===== src/rtl/jh_external_burst_framer.sv =====
`default_nettype none
// ============================================================================
// Module : jh_external_burst_framer
// Drains the external-SRAM FIFO as sop/eop framed bursts of BURST_LEN words,
// flushing a short burst once fewer words have waited TIMEOUT cycles.
// Rev    : 1.0
// ============================================================================
module jh_external_burst_framer #(
    parameter int DATA_WIDTH = 8,
    parameter int FIFO_DEPTH = 256,
    parameter int BURST_LEN  = 16,
    parameter int TIMEOUT    = 64,
    localparam int LB_FIFO_DEPTH = $clog2(FIFO_DEPTH),
    localparam int LB_BURST      = $clog2(BURST_LEN + 1)
) (
    input  logic                    clk,
    input  logic                    rstn,
    input  logic                    clear,
    input  logic [DATA_WIDTH-1:0]   fifo_data,
    input  logic                    fifo_valid,
    output logic                    fifo_ready,
    input  logic [LB_FIFO_DEPTH:0]  fifo_count,
    output logic [DATA_WIDTH-1:0]   m_data,
    output logic                    m_valid,
    input  logic                    m_ready,
    output logic                    m_sop,
    output logic                    m_eop,
    output logic [LB_BURST-1:0]     m_len,
    output logic                    busy
);

    localparam int CNT_W    = LB_FIFO_DEPTH + 1;
    localparam int WAIT_MAX = (TIMEOUT > 0) ? TIMEOUT - 1 : 0;
    localparam int WAIT_W   = (WAIT_MAX > 0) ? $clog2(WAIT_MAX + 1) : 1;

    localparam logic [CNT_W-1:0]    C_BURST_CNT  = CNT_W'(BURST_LEN);
    localparam logic [LB_BURST-1:0] C_BURST_LEN  = LB_BURST'(BURST_LEN);
    localparam logic [LB_BURST-1:0] C_ONE        = LB_BURST'(1);
    localparam logic [WAIT_W-1:0]   C_WAIT_MAX   = WAIT_W'(WAIT_MAX);
    localparam logic                C_TIMEOUT_EN = (TIMEOUT != 0);

    typedef enum logic [0:0] {
        ST_IDLE  = 1'b0,
        ST_BURST = 1'b1
    } state_t;

    state_t              r_state;
    state_t              w_state_nxt;
    logic [LB_BURST-1:0] r_len;
    logic [LB_BURST-1:0] w_len_nxt;
    logic [LB_BURST-1:0] r_remain;
    logic [LB_BURST-1:0] w_remain_nxt;
    logic [WAIT_W-1:0]   r_wait;
    logic [WAIT_W-1:0]   w_wait_nxt;
    logic                w_fetch;

    assign fifo_ready = (r_state == ST_BURST) && (!m_valid || m_ready);
    assign w_fetch    = fifo_valid && fifo_ready;
    assign busy       = (r_state != ST_IDLE);

    always_comb begin
        w_state_nxt  = r_state;
        w_len_nxt    = r_len;
        w_remain_nxt = r_remain;
        w_wait_nxt   = r_wait;
        case (r_state)
            ST_IDLE: begin
                if (fifo_count >= C_BURST_CNT) begin
                    w_state_nxt  = ST_BURST;
                    w_len_nxt    = C_BURST_LEN;
                    w_remain_nxt = C_BURST_LEN;
                    w_wait_nxt   = '0;
                end else if (C_TIMEOUT_EN && (fifo_count != '0) && (r_wait == C_WAIT_MAX)) begin
                    // count is below BURST_LEN here, so the low bits hold it exactly
                    w_state_nxt  = ST_BURST;
                    w_len_nxt    = fifo_count[LB_BURST-1:0];
                    w_remain_nxt = fifo_count[LB_BURST-1:0];
                    w_wait_nxt   = '0;
                end else if (fifo_count == '0) begin
                    w_wait_nxt = '0;
                end else if (r_wait != C_WAIT_MAX) begin
                    w_wait_nxt = r_wait + 1'b1;
                end
            end
            ST_BURST: begin
                w_wait_nxt = '0;
                if (w_fetch) begin
                    w_remain_nxt = r_remain - C_ONE;
                    if (r_remain == C_ONE) begin
                        w_state_nxt = ST_IDLE;
                    end
                end
            end
            default: begin
                w_state_nxt = ST_IDLE;
            end
        endcase
        if (clear) begin
            w_state_nxt  = ST_IDLE;
            w_len_nxt    = '0;
            w_remain_nxt = '0;
            w_wait_nxt   = '0;
        end
    end

    always_ff @(posedge clk or negedge rstn) begin
        if (!rstn) begin
            r_state  <= ST_IDLE;
            r_len    <= '0;
            r_remain <= '0;
            r_wait   <= '0;
        end else begin
            r_state  <= w_state_nxt;
            r_len    <= w_len_nxt;
            r_remain <= w_remain_nxt;
            r_wait   <= w_wait_nxt;
        end
    end

    // The first fetch of a burst is the one that sees remain still equal to len.
    always_ff @(posedge clk or negedge rstn) begin
        if (!rstn) begin
            m_data  <= '0;
            m_valid <= 1'b0;
            m_sop   <= 1'b0;
            m_eop   <= 1'b0;
            m_len   <= '0;
        end else if (clear) begin
            m_valid <= 1'b0;
            m_sop   <= 1'b0;
            m_eop   <= 1'b0;
        end else if (w_fetch) begin
            m_data  <= fifo_data;
            m_valid <= 1'b1;
            m_sop   <= (r_remain == r_len);
            m_eop   <= (r_remain == C_ONE);
            m_len   <= r_len;
        end else if (m_valid && m_ready) begin
            m_valid <= 1'b0;
        end
    end

endmodule
`default_nettype wire


===== config.mk =====
export PLATFORM = sky130hd
export DESIGN_NAME = jh_external_burst_framer
export DESIGN_NICKNAME = d
export VERILOG_FILES = /design/src/rtl/jh_external_burst_framer.sv
export SDC_FILE = /design/constraint.sdc
export NUM_CORES = 1
export LEC_CHECK = 0
export ABC_AREA = 1
export BUFFER_PORTS_ARGS = -buffer_cell sky130_fd_sc_hd__buf_4
export CORE_MARGIN = 1
export CORE_UTILIZATION = 45
export CTS_CLUSTER_SIZE = 40
export DETAILED_ROUTE_END_ITERATION = 12
export PLACE_DENSITY_LB_ADDON = 0.08
export SYNTH_ARGS = -nofsm -noshare
export SYNTH_HDL_FRONTEND = slang
export SYNTH_SLANG_ARGS = --single-unit

===== constraint.sdc =====
create_clock -name clk -period 1.45 [get_ports clk]
set_input_delay 0.29 -clock clk [delete_from_list [all_inputs] [get_ports clk]]
set_output_delay 0.29 -clock clk [all_outputs]
set_load 0.005 [all_outputs]

==> flow_results.org, run 1 <==
** Job
- Max-cap violations in this run came to 0.

** Hold path
- The worst hold path belongs to the class input port to flip-flop.

** Timing
- Slew at the pin closest to its max-slew limit :: 0.420 ns
- Setup total negative slack on the finished layout was measured at 0 ns.
- Number of failing setup endpoints in the final timing report :: 0
- Max Clock Skew :: about 0.0061 ns
- For this run, the top clock speed supported by timing is 739 MHz.
- Of the available clock period, the critical path in the final layout requires 0.933.
- Minimum period implied by the final worst setup slack :: 1.35 ns
- Worst-case headroom to the max-slew limit :: 0.720
- The final hold violation count came to 0.
- Count of final max-slew check failures :: 0

** Route
- The first TritonRoute pass finished after 4 iterations.
- Overall via count from detail_route :: approximately 1500
- Antenna Nets Post-Route :: 0
- In the final routed layout, each cell accounts on average for 11.8 um.
- Dividing the detail-routed via count by the number of cells gives approximately 4.9.
- For this block, the routed nets add up to 3650 um of wire.
- Number of DRC markers in iteration 0 :: 57
- Final routed DRC violation total :: 0

** Place
- The count of buffers added on input and output ports is 39.
- Detailed placement ended at an HPWL of 2690 um.
- After detailed placement, the design holds a cell count of 297.
- At the end of routability-driven placement, the weighted congestion stood at roughly 0.85.

** Yosys
- Post-synth top cells :: sky130_fd_sc_hd__nand2_1 (79), sky130_fd_sc_hd__dfrtp_1 (33), sky130_fd_sc_hd__nor2_1 (19)
- In this run the mean area of a mapped cell was 8.39 sq um.
- In this run, synthesis produced a sequential element count of 33.
- Dominant cells by area after synthesis :: sky130_fd_sc_hd__dfrtp_1 (47%), sky130_fd_sc_hd__nand2_1 (17%), sky130_fd_sc_hd__nand3_1 (4.2%)
- Synthesis instantiated 28 different standard cells from the library.
- The share of synthesized area in the top cell type comes to 0.466.
- Synthesized Nets :: 236
- The share of the Yosys chip area taken by registers is 0.466.
- For this run, the leading register cell type out of synthesis is sky130_fd_sc_hd__dfrtp_1.
- Yosys top cell by area :: sky130_fd_sc_hd__dfrtp_1
- Most frequent cell after synthesis :: sky130_fd_sc_hd__nand2_1
- Post-synth EDFFs :: 0
- During synthesis, Yosys emitted a total of 0 warnings.
- After synthesis the cells add up to 1770 sq um.
- Counting every instance in the synthesized netlist gives around 210.
- Fraction of registers with async set or reset after synthesis :: 1.00

** Global routing
- Global routing finished with a remaining overflow of 0.
- The number of global-route vias before repair was 1420.
- Across every metal layer, demand over resource in global routing totals 0.202.
- Antenna violations before repair :: 0
- First-pass GRT wire length :: 6410 um
- Largest net degree at the start of global routing :: 34

** Die
- The core region is 3720 sq um.
- Chip Width :: between 60 and 70 um
- The die covers 4190 sq um.
- Die height :: 64.7 um
- The initialized floorplan defines 22 standard-cell rows.
- In this run the count of I/O pins placed on the die edge is 40.
- Initial standard-cell utilization of the core :: 0.476

** Setup path
- Crit path launch type :: flip-flop
- Timing endpoint of the critical path :: fifo_ready
- Counting cells, the worst reg-to-reg path comes to 8.
- The critical path starts at busy$_DFF_PN0_.
- In this run the worst path has a maximum fanout of 10.
- In this run the critical register-to-register path is launched from r_wait[1]$_DFFE_PN0P_.
- Slack of the worst reg-to-reg path :: 0.1 ns
- Signal arrival time at the worst endpoint :: 1.06 ns
- Critical path required time :: 1.16 ns
- Crit. End Element :: primary output
- Critical path type :: flip-flop to primary output
- The worst register-to-register path ends at r_remain[4]$_DFFE_PN0P_.

** Power
- Static Leak :: 1.16 nW
- Maximum vdd drop :: ~0.62 mV
- Power spread over the standard cell area amounts to a little over 1000 nW/um^2.

** Clock tree
- Root buffer cell :: sky130_fd_sc_hd__clkbuf_8
- H-tree level count :: 2
- The clock drives 33 sinks.
- No sink is reached through more buffers than the 2 on the longest clock path.
- Insertion delay of the later-clocked pin in the worst-skew pair :: 0.29 ns
- Clock-pin slew was measured on the worst setup and hold paths at 0.07 ns.
- The number of clock buffers added by TritonCTS is 5.
- TritonCTS built the clock tree.

** Finish
- Of the cells placed in the final design, the portion with a size suffix greater than 1 is 0.287.
- Area overhead of the layout relative to synthesis :: 28.9%
- The number of antenna diodes in the final layout is 0.
- Filler cells :: roughly 350
- Final cell count without fillers :: 309
- For this run, the post-layout net count is 285.

** Run status
- The run finished with clean final reports.
## metrics by stage
step	util	setup WS (ns)	power [mW]	hold WS [ns]	cell area [sq um]
3_5_place_dp	0.567	0.0586	1.48	0.257	2110
3_3_place_gp	0.567	0.0628	1.47	0.254	2110
4_1_cts	0.602	0.0456	2.39	0.188	2240
5_1_grt	0.614	-0.0230	2.49	0.203	2280
2_1_floorplan	-	0.161	1.28	-0.00559	1770
6_report	0.614	0.0971	2.37	0.200	2280
## cells in the final DEF (no fill, tap or decap)
master	Yosys	layout
sky130_fd_sc_hd__nand4_2	1	1
sky130_fd_sc_hd__xor2_1	3	3
sky130_fd_sc_hd__nor2_8	1	1
sky130_fd_sc_hd__nand4_1	4	4
sky130_fd_sc_hd__inv_6	1	1
sky130_fd_sc_hd__nand2_2	4	5
sky130_fd_sc_hd__bufinv_16	0	1
sky130_fd_sc_hd__a21oi_1	2	2
sky130_fd_sc_hd__nor2_4	4	4
sky130_fd_sc_hd__ha_4	0	1
sky130_fd_sc_hd__clkinvlp_4	0	1
sky130_fd_sc_hd__nand3b_1	1	1
sky130_fd_sc_hd__clkbuf_8	0	6
sky130_fd_sc_hd__ha_1	3	2
sky130_fd_sc_hd__nand2_4	3	3
sky130_fd_sc_hd__inv_4	1	1
sky130_fd_sc_hd__nand2_1	79	78
sky130_fd_sc_hd__buf_4	0	45
sky130_fd_sc_hd__xnor2_1	6	6
sky130_fd_sc_hd__nor3_1	1	1
sky130_fd_sc_hd__and2_1	1	1
sky130_fd_sc_hd__nand3_2	1	2
sky130_fd_sc_hd__nor2_2	0	1
sky130_fd_sc_hd__nand3_1	15	14
sky130_fd_sc_hd__dlygate4sd3_1	0	1
sky130_fd_sc_hd__nand3_4	1	1
sky130_fd_sc_hd__and3_1	1	1
sky130_fd_sc_hd__a31oi_1	1	1
sky130_fd_sc_hd__inv_1	12	12
sky130_fd_sc_hd__dfrtp_1	33	33
sky130_fd_sc_hd__nor2_1	19	18
sky130_fd_sc_hd__a21oi_4	1	1
sky130_fd_sc_hd__o21ai_0	8	8
## what timing repair did
action                                  in CTS  in global routing
endpoints found under the hold margin       33                  0
setup buffers                                0                  3
hold buffers                                 1                  0
resized for setup                            0                  5
endpoints found under the setup margin       0                 10
## worst max-delay path: stages (launching register included)
cell and delay [ns]:
sky130_fd_sc_hd__dfrtp_1 0.42, sky130_fd_sc_hd__inv_6 0.08, sky130_fd_sc_hd__a21oi_4 0.15, sky130_fd_sc_hd__buf_4 0.13
## registers in the layout, summed over array words and instances, names as in the netlist
name / flops
m_len: 5
m_sop: 1
m_valid: 1
r_wait: 6
m_eop: 1
r_len: 5
busy: 1
m_data: 8
r_remain: 5
## metal layers
metal / vias to the layer above / track usage / routed length (um)
li1: 761 / - / -
met1: 686 / 0.258 / 1720
met2: 46 / 0.322 / 1690
met3: 6 / 0.0546 / 189
met4: 0 / 0.0833 / 61
met5: - / 0 / 0
## how the worst min path moves through the flow
stage / start / end / cells after the start
after CTS: fifo_data[0] / m_data[0]$_DFFE_PN0P_ / 3
after global routing: fifo_data[6] / m_data[6]$_DFFE_PN0P_ / 3
final: fifo_data[0] / m_data[0]$_DFFE_PN0P_ / 3
after floorplan: rstn / busy$_DFF_PN0_ / 0
after detailed placement: rstn / m_data[0]$_DFFE_PN0P_ / 1
after global placement: rstn / m_data[0]$_DFFE_PN0P_ / 1
## cell families (layout without fill, tap and decap cells)
logic type,Yosys count,in the layout,share of synthesized area
AND/OR/NAND/NOR,136,136,0.371
AO/OA/AOI/OAI,12,12,0.0410
adder cells (fa/ha/maj),3,3,0.0212
buffers and inverters,18,68,0.0558
XOR/XNOR,9,9,0.0445
flip-flops,33,33,0.466
## area by class of cell
| cell class | instances | area (sq um) | area share |
|---|---|---|---|
| multi-input cells | 160 | 868 | 0.380 |
| well taps | 48 | 60.1 | 0.0263 |
| flip-flops and latches | 33 | 826 | 0.362 |
| inverters | 14 | 60.1 | 0.0263 |
| repair buffers | 46 | 348 | 0.152 |
| clock inverters | 2 | 37.5 | 0.0164 |
| clock buffers | 6 | 82.6 | 0.0362 |
## report_power, final
group	total (mW)	internal [mW]	switching, mW
clock network	0.903	0.559	0.344
logic	0.421	0.207	0.215
registers	1.04	0.992	0.0505
total	2.37	1.76	0.610
No activity file was read; power rests on OpenSTA's default activity.
==> run 2: changes to the inputs <==
--- a/config.mk
+++ b/config.mk
@@ -11,6 +11,7 @@
 export CORE_UTILIZATION = 45
 export CTS_CLUSTER_SIZE = 40
 export DETAILED_ROUTE_END_ITERATION = 12
+export MAX_ROUTING_LAYER = met4
 export PLACE_DENSITY_LB_ADDON = 0.08
 export SYNTH_ARGS = -nofsm -noshare
 export SYNTH_HDL_FRONTEND = slang
==> flow_results.org, run 2 (synthesis results as in run 1) <==
** Global routing
- Largest net degree at the start of global routing :: 34
- The number of global-route vias before repair is 1420.
- First-pass GRT wire length :: 6400 um
- For met1 alone, demand over resource in global routing was 0.258.
- Global routing met2 resource utilization :: 0.322
- The total overflow left after global routing is 0.
- Antenna violations before repair :: 0
- met2 is the most crowded layer.
- In the global route stage, overall resource usage came out at 0.208.
- In the global route stage, met3 resource usage came out at 0.0546.

** Run status
- Status :: completed

** Job
- The tool flagged a number of max-cap violations equal to 0.

** Timing
- Worst path setup slack after routing :: a little under 0.1 ns
- Period utilization :: 0.933
- Slew at the pin closest to its max-slew limit :: about 0.42 ns
- Minimum period implied by the final worst setup slack :: 1.35 ns
- Setup violations remaining at the end of the flow were counted as 0.
- Count of final max-slew check failures :: 0
- The final hold violation count is 0.
- Clock skew on the completed layout was measured at 0.00551 ns.
- Worst-case headroom to the max-slew limit :: 0.721
- Max Fclk :: 739 MHz

** Route
- Post-DR vias/cell :: 4.85
- Routed wire per std cell :: 11.8 um
- Number of iterations in the first detailed-routing pass :: 4
- Number of DRC markers in iteration 0 :: 59
- The routed design has between 3000 and 4000 um of wire.
- The detail route stage leaves a number of antenna-violating nets equal to 0.
- After detailed routing, the number of remaining DRC violations is 0.
- Across all layers, the routed design uses 1498 vias.

** Setup path
- The critical path in this run is classified as flip-flop to primary output.
- The worst setup path is captured at a primary output.
- Along the worst path, the maximum fanout reaches 10.
- STA classifies the critical path startpoint as a flip-flop.
- Signal arrival time at the worst endpoint :: 1.06 ns
- At the worst endpoint, the required time is 1.16 ns.

** Clock tree
- For this design, the sink count on the clock tree is 33.
- TritonCTS clock tree :: built
- CTS placed an instance of sky130_fd_sc_hd__clkbuf_8 at the clock tree root.
- H-tree level count :: 2
- TritonCTS created 5 clock buffers.
- The later pin in the worst-skew pair is clocked with a latency of around 0.29 ns.
- Counting along the longest clock path gives a buffer depth of 2.
- Clock-pin slew was measured on the worst setup and hold paths at 0.07 ns.

** Die
- Die Outline Area :: approximately 4200 sq um
- Standard-cell rows :: 22
- Boundary pin count :: 40
- Measured along the y axis, the die boundary spans 64.7 um.
- Floorplan core area :: 3720 sq um
- Initial standard-cell utilization of the core :: 0.476
- Chip Width :: around 65 um

** Place
- Input and output buffers added on the ports amount to 39.
- Post-Place Worst Slack :: 0.0586 ns
- Post-DP HPWL :: 2690 um
- At the end of routability-driven placement, the weighted congestion stood at between 0.8 and 0.9.

** Power
- Across the VDD grid, the largest voltage drop is 0.620 mV.
- Static Leak :: 1.16 nW
- In this run the power density over the cells is 1040 nW/um^2.

** Finish
- The largest registers in the layout are m_data x8, r_wait x6.
- Fraction of layout cells with a size suffix above 1 :: 0.287
- Fin util :: 0.614
- Leaving out fill and tap cells, the most frequent cells in the layout are sky130_fd_sc_hd__nand2_1 (78), sky130_fd_sc_hd__buf_4 (45), sky130_fd_sc_hd__dfrtp_1 (33), sky130_fd_sc_hd__nor2_1 (18), sky130_fd_sc_hd__nand3_1 (14).
- Diodes inserted :: 0
- The library cell used most frequently in the layout, excluding fill and tap cells, is sky130_fd_sc_hd__nand2_1.
- The final layout contains ~290 nets.
- Counting flops per register, the top entry is m_data.
- Filler cells :: 352
- The area growth from synthesis to layout is 28.9%.
- Number of flip-flops in the largest register :: 8

** Hold path
- Worst Hold Class :: input port to flip-flop
-- run 2: cell counts in the layout (fill, tap and decap cells not counted) --
Identical to the previous run, type by type.
-- run 2: where the power goes --
group | internal, mW | switching [mW]
registers | 0.992 | 0.0504
clock network | 0.559 | 0.343
logic | 0.206 | 0.215
-- run 2: worst paths after layout --
kind                                                 to  slack [ns]             startpoint  cells after the start
max in group asynchronous             m_eop$_DFFE_PN0P_        0.67                   rstn                      2
worst max register to register  r_remain[4]$_DFFE_PN0P_         0.1  r_wait[1]$_DFFE_PN0P_                      8
min in group asynchronous         m_data[0]$_DFFE_PN0P_        0.48                   rstn                      2
worst min-delay path              m_data[0]$_DFFE_PN0P_        0.20           fifo_data[0]                      3
worst min register to register     m_len[0]$_DFFE_PN0P_        0.47   m_len[0]$_DFFE_PN0P_                      2
worst max-delay path                         fifo_ready         0.1         busy$_DFF_PN0_                      3
-- run 2: critical path, stage by stage (launching register included) --
cell and delay [ns]:
sky130_fd_sc_hd__dfrtp_1 0.42, sky130_fd_sc_hd__inv_6 0.08, sky130_fd_sc_hd__a21oi_4 0.15, sky130_fd_sc_hd__buf_4 0.13
-- run 2: timing repair --
action,4_1_cts,5_1_grt
setup endpoints to repair,0,10
resized for setup,0,5
hold buffers,1,0
endpoints found under the hold margin,33,0
setup buffers,0,3
-- run 2: final cells by class --
| type | count | area [sq um] | area share |
|---|---|---|---|
| tap | 48 | 60.1 | 0.0263 |
| clock buffer | 6 | 82.6 | 0.0362 |
| inverter | 14 | 60.1 | 0.0263 |
| timing repair buffer | 46 | 348 | 0.152 |
| clock inverter | 2 | 37.5 | 0.0164 |
| multi-input combinational | 160 | 868 | 0.380 |
| sequential | 33 | 826 | 0.362 |
-- run 2: metal layers --
metal,wire (um),part of all wire
met1,1710,0.47
met2,1700,0.46
met3,186,0.051
met4,59,0.016
met5,0,0
-- run 2: per-stage QoR --
stage / setup TNS [ns] / cell area [sq um] / power (mW) / cells / hold slack [ns]
floorplan: 0 / 1770 / 1.28 / 211 / -0.00559
global placement: 0 / 2110 / 1.47 / 297 / 0.254
detailed placement: 0 / 2110 / 1.48 / 297 / 0.257
CTS: 0 / 2240 / 2.39 / 306 / 0.188
global route: -0.0333 / 2280 / 2.49 / 309 / 0.203
finish: 0 / 2280 / 2.37 / 309 / 0.201
